[config.mk]
export PLATFORM = sky130hd
export DESIGN_NAME = iq_demod_accumulator
export DESIGN_NICKNAME = d
export VERILOG_FILES = /design/src/rtl/iq_demod_accumulator.sv
export SDC_FILE = /design/constraint.sdc
export NUM_CORES = 2
export LEC_CHECK = 0
export ABC_AREA = 0
export ABC_CLOCK_PERIOD_IN_PS = 13680
export BUFFER_PORTS_ARGS = -buffer_cell sky130_fd_sc_hd__clkbuf_2
export CORE_MARGIN = 8
export CORE_UTILIZATION = 60
export CTS_CLUSTER_DIAMETER = 80
export DETAILED_ROUTE_END_ITERATION = 16
export PLACE_DENSITY = 0.79
export SLEW_MARGIN = 25
export SYNTH_ARGS = -nofsm -noshare
export SYNTH_HDL_FRONTEND = slang
export SYNTH_SLANG_ARGS = --single-unit
[constraint.sdc]
create_clock -name gen_clk -period 13.68 [get_ports gen_clk]
set_input_delay 0 -clock gen_clk [delete_from_list [all_inputs] [get_ports gen_clk]]
set_output_delay 0 -clock gen_clk [all_outputs]
set_load 0.01 [all_outputs]
[src/rtl/iq_demod_accumulator.sv]
// iq_demod_accumulator: multiplies ADC samples by NCO cos/sin words and sums them over a window.
// Build option IQ_DEMOD_SAT_EN selects saturating accumulation; the default build wraps.
module iq_demod_accumulator #(
  parameter int ADC_W  = 14,
  parameter int TRIG_W = 16,
  parameter int ACC_W  = 48
) (
  input  logic                    gen_clk,
  input  logic                    rst_active_low,
  input  logic                    start,
  input  logic [15:0]             win_len,
  input  logic signed [ADC_W-1:0] adc_sample,
  input  logic                    adc_valid,
  input  logic [31:0]             sine_value,
  input  logic [31:0]             cosine_value,
  output logic signed [ACC_W-1:0] i_out,
  output logic signed [ACC_W-1:0] q_out,
  output logic                    out_valid,
  input  logic                    out_ready,
  output logic                    busy
);

  localparam int PROD_W = ADC_W + TRIG_W;

  typedef enum logic [1:0] {IDLE, ACCUM, DONE} state_t;

  state_t                   r_state;
  logic [15:0]              r_win_len;
  logic [15:0]              r_cnt;
  logic                     r_s1_vld, r_s1_last;
  logic                     r_s2_vld, r_s2_last;
  logic                     r_s3_last;
  logic signed [ADC_W-1:0]  r_adc;
  logic signed [TRIG_W-1:0] r_cos, r_sin;
  logic signed [PROD_W-1:0] r_prod_i, r_prod_q;
  logic signed [ACC_W-1:0]  r_acc_i, r_acc_q;

  logic                     w_start_ok;
  logic                     w_accept;
  logic signed [PROD_W-1:0] w_adc_ext, w_cos_ext, w_sin_ext;
  logic                     w_unused_trig;

  assign w_start_ok    = (r_state == IDLE) && start && (win_len != 16'd0);
  assign w_accept      = (r_state == ACCUM) && adc_valid && (r_cnt < r_win_len);
  assign w_adc_ext     = PROD_W'(r_adc);
  assign w_cos_ext     = PROD_W'(r_cos);
  assign w_sin_ext     = PROD_W'(r_sin);
  assign w_unused_trig = ^{sine_value[31-TRIG_W:0], cosine_value[31-TRIG_W:0]};

`ifdef IQ_DEMOD_SAT_EN
  localparam logic signed [ACC_W-1:0] ACC_MAX = {1'b0, {(ACC_W-1){1'b1}}};
  localparam logic signed [ACC_W-1:0] ACC_MIN = {1'b1, {(ACC_W-1){1'b0}}};

  // One guard bit exposes overflow; clamp to the rail in the overflow direction.
  function automatic logic signed [ACC_W-1:0] acc_add(input logic signed [ACC_W-1:0] a,
                                                      input logic signed [ACC_W-1:0] b);
    logic [ACC_W:0] sum;
    sum = {a[ACC_W-1], a} + {b[ACC_W-1], b};
    if (sum[ACC_W] != sum[ACC_W-1]) return sum[ACC_W] ? ACC_MIN : ACC_MAX;
    return sum[ACC_W-1:0];
  endfunction
`else
  function automatic logic signed [ACC_W-1:0] acc_add(input logic signed [ACC_W-1:0] a,
                                                      input logic signed [ACC_W-1:0] b);
    return a + b;
  endfunction
`endif

  always_ff @(posedge gen_clk or negedge rst_active_low) begin
    if (!rst_active_low) begin
      r_state   <= IDLE;
      r_win_len <= '0;
      r_cnt     <= '0;
      i_out     <= '0;
      q_out     <= '0;
      out_valid <= 1'b0;
      busy      <= 1'b0;
    end else begin
      case (r_state)
        IDLE: begin
          if (w_start_ok) begin
            r_state   <= ACCUM;
            r_win_len <= win_len;
            r_cnt     <= '0;
            busy      <= 1'b1;
          end
        end
        ACCUM: begin
          if (w_accept) r_cnt <= r_cnt + 16'd1;
          if (r_s3_last) begin
            i_out     <= r_acc_i;
            q_out     <= r_acc_q;
            out_valid <= 1'b1;
            r_state   <= DONE;
          end
        end
        DONE: begin
          if (out_ready) begin
            out_valid <= 1'b0;
            busy      <= 1'b0;
            r_state   <= IDLE;
          end
        end
        default: r_state <= IDLE;
      endcase
    end
  end

  // NOTE: the datapath is reset as well, so a window aborted by reset leaves nothing in flight.
  always_ff @(posedge gen_clk or negedge rst_active_low) begin
    if (!rst_active_low) begin
      r_s1_vld  <= 1'b0;
      r_s1_last <= 1'b0;
      r_s2_vld  <= 1'b0;
      r_s2_last <= 1'b0;
      r_s3_last <= 1'b0;
      r_adc     <= '0;
      r_cos     <= '0;
      r_sin     <= '0;
      r_prod_i  <= '0;
      r_prod_q  <= '0;
      r_acc_i   <= '0;
      r_acc_q   <= '0;
    end else begin
      r_s1_vld  <= w_accept;
      r_s1_last <= w_accept && ((r_cnt + 16'd1) == r_win_len);
      if (w_accept) begin
        r_adc <= adc_sample;
        r_cos <= cosine_value[31 -: TRIG_W];
        r_sin <= sine_value[31 -: TRIG_W];
      end

      r_s2_vld  <= r_s1_vld;
      r_s2_last <= r_s1_last;
      if (r_s1_vld) begin
        r_prod_i <= w_adc_ext * w_cos_ext;
        r_prod_q <= w_adc_ext * w_sin_ext;
      end

      r_s3_last <= r_s2_last;
      if (w_start_ok) begin
        r_acc_i <= '0;
        r_acc_q <= '0;
      end else if (r_s2_vld) begin
        r_acc_i <= acc_add(r_acc_i, ACC_W'(r_prod_i));
        r_acc_q <= acc_add(r_acc_q, ACC_W'(r_prod_q));
      end
    end
  end

endmodule

==> impl_results.md <==
- Synth cell types: 76
- Fin crit period: 7430 ps
- TNS Setup: 0 ps
- Mapped Area: 35900 sq um
- Reg-to-reg setup timing slack: 6250 ps
- CP startpoint kind: register
- DIE HEIGHT: 261 microns
- Synth area leader: fa_1
- Area contributors post-synth: fa_1 (25%), dfrtp_1 (24%), ha_1 (8.8%)
- Status: completed
- Wire length per cell: 18.0 microns
- EDFF count, synth: 0
- H-Tree Depth: 2
- GRT Total Usage: 0.251
- Largest net degree at the start of global routing: 164
- Kind of critical path: register to register
- Global-route congestion overflow total: 0
- CTS Root Cell: clkbuf_16
- Initial cell density of the core: 0.608
- # IOs: 197
- Slew HR: 0.363
- Gpl congestion: 0.918
- Post-Route WL: 83600 microns
- Synth top area share: 0.246
- Setup Fix Bufs, Post-CTS: 0
- Final period util: 0.543
- Worst-margin pin slew: 955 ps
- Multi-input logic area: 24700 sq um
- Final Hold Vio Count: 0
- Final Max Slew Viols: 0
- Synth Area in Adders: 0.334
- Post-DP HPWL: 62100 microns
- Post-layout net count: 4630
- Crit path max fanout: 22
- Antenna fix cells: 0
- Initial DRT Pass Iterations: 6
- Max_cap viols: 0
- Fill cell count: 4635
- Yosys reg bits: 339
- TritonCTS clock tree: built
- Fraction of layout cells with a size suffix above 1: 0.121
- First-pass GRT wire length: 140000 microns
- CTS Buffer Depth: 3
- Most frequent cells in the layout: inv_1 (545), fa_1 (440), dfrtp_1 (336)
- Syn nets: 4499
- Commonest register cell after synthesis: dfrtp_1
- Core area: 59000 sq um
- Via density per instance: 5.77
- Clk_lat worst skew: 560 ps
- Post-synthesis compound-gate area fraction: 0.103
- Synthesized instance count: 3707
- Largest family of logic cells by synthesized area: adder cells
- DRC viols: 0
- WP data required: 14170 ps
- Hold slack: 118 ps
- Mean Syn Cell Area: 9.68 sq um
- Critical path data arrival time: 7920 ps
- Vias in the first global route: 27900
- Unrepaired setup endpoints after global routing: no
- Worst min path class: primary input to asynchronous set/reset pin
- DRT antenna net count: 0
- Width of the die: 261 microns
- Resize count post-CTS: 0
- Area delta synth->final: 9.29%
- Site Rows: 89
- DR iter-0 viols: 1650
- Max Clock Freq: 135 MHz
- Initial antenna violation count: 0
- CTS Buf Count: 39
- Hold_buf cts: 65
- Syn. warnings: 0
- Die area: 67900 sq um
- Vias: 26800
- R2r worst-path depth: 23
- Setup violators final: 0
- Reg clk slew, reported paths: 60 ps
- Post-Synth Simple-Gate Area: 0.141
- Worst setup EP type: register
- Total area of sequential cells: 8490 sq um
- Clock skew: 8.86 ps
- Post-synthesis sequential area ratio: 0.236
- Async SR Flop Fraction: 1.00
- R2R Path Start: r_adc[3]
- Clock sinks: 339
- Commonest non-fill, non-tap cell in the layout: inv_1
- FF-to-FF End: r_prod_q[29]
- Post-Synth XOR/XNOR Area: 0.0364
- Multiplexer share of the synthesized area: 0.0750
- Input/output buffers: 164
[logic make-up (layout without fill, tap and decap cells)]
| kind of cell | count (synthesis) | after routing |
|---|---|---|
| AOI/OAI and AO/OA | 563 | 563 |
| xor gates and xnor gates | 149 | 149 |
| adders and majority gates | 693 | 693 |
| buffers and inverters | 711 | 871 |
| DFF | 339 | 339 |
| muxes | 246 | 246 |
| and+or+nand+nor | 1006 | 1006 |
[cell type report]
cell class              instances  area share
flip-flops and latches        339       0.217
clock buffers                  54      0.0273
multi-input cells            2657       0.631
repair buffers                254      0.0429
inverters                     547      0.0524
clock inverters                16     0.00542
well taps                     773      0.0247
[worst max-delay path by stage]
stage                   from           end  slack (ps)  depth (start not counted)
floorplan           r_cos[7]  r_prod_i[27]        7400                         25
global placement    r_adc[3]  r_prod_q[29]        6430                         23
detailed placement  r_adc[3]  r_prod_q[29]        6400                         23
CTS                 r_adc[3]  r_prod_q[29]        6350                         23
global route        r_adc[3]  r_prod_q[29]        5870                         23
finish              r_adc[3]  r_prod_q[29]        6250                         23
[critical path: stages (launching register included)]
cell	delay [ps]
dfrtp_1	600
buf_4	330
and2_1	210
inv_1	70
fa_1	530
fa_1	770
inv_1	180
fa_1	480
fa_1	500
fa_1	490
inv_1	60
fa_1	510
inv_1	40
ha_1	340
nand2_1	80
nand2_1	50
a21oi_1	130
o21ai_0	90
a21oi_1	200
o211ai_1	170
o41ai_1	420
o21ai_0	190
xnor2_1	600
mux2_2	280
[metal layers]
| layer | up-vias | routed length (microns) | track usage |
|---|---|---|---|
| met2 | 798 | 40100 | 0.419 |
| met5 | - | 0 | 0 |
| met4 | 0 | 3090 | 0.0901 |
| met1 | 13400 | 34900 | 0.329 |
| li1 | 12400 | - | - |
| met3 | 202 | 5470 | 0.0440 |
[sequential cells by signal, indices dropped and copies added, names as in the netlist, 2 cells and up]
signal and cells:
r_acc_q 48, r_acc_i 48, q_out 48, r_prod_i 30
r_sin 16, i_out 48, r_state 2, r_adc 14
r_win_len 16, r_cos 16, r_cnt 16, r_prod_q 30
[cells in the mapped netlist (6+ instances only)]
cell	count
a21o_1	90
dfrtp_1	339
xnor2_1	111
nand4_1	18
nor4_1	14
nor2_1	178
and3_1	23
fa_1	440
nand3b_1	12
mux2_2	183
nand2b_1	35
a221oi_1	8
a21oi_1	147
a211o_1	8
a31o_2	8
ha_1	253
o22a_1	13
o21bai_1	18
mux2i_1	63
xor2_1	38
o21ai_0	121
a21boi_0	6
a211oi_1	27
nor3b_1	20
a31oi_1	13
or3_1	14
nand3_1	49
o31ai_1	12
buf_1	18
nor2b_1	21
nand2_1	317
o21a_1	25
o211ai_1	8
or2_2	8
inv_1	545
o22ai_1	10
and2_1	242
clkbuf_1	142
nor3_1	34
[through the flow]
step / instance area [sq um] / worst slack (ps) / cells / util
global route: 39200 / 5870 / 4640 / 0.664
detailed placement: 37300 / 6400 / 4505 / 0.632
finish: 39200 / 6250 / 4640 / 0.664
CTS: 39200 / 6350 / 4640 / 0.664
global placement: 37300 / 6430 / 4505 / 0.632
floorplan: 35900 / 7400 / 3707 / -
Power is left out: the tool's default activity adds up to more than one toggle a clock period on the data nets, which glitch-free logic cannot reach.
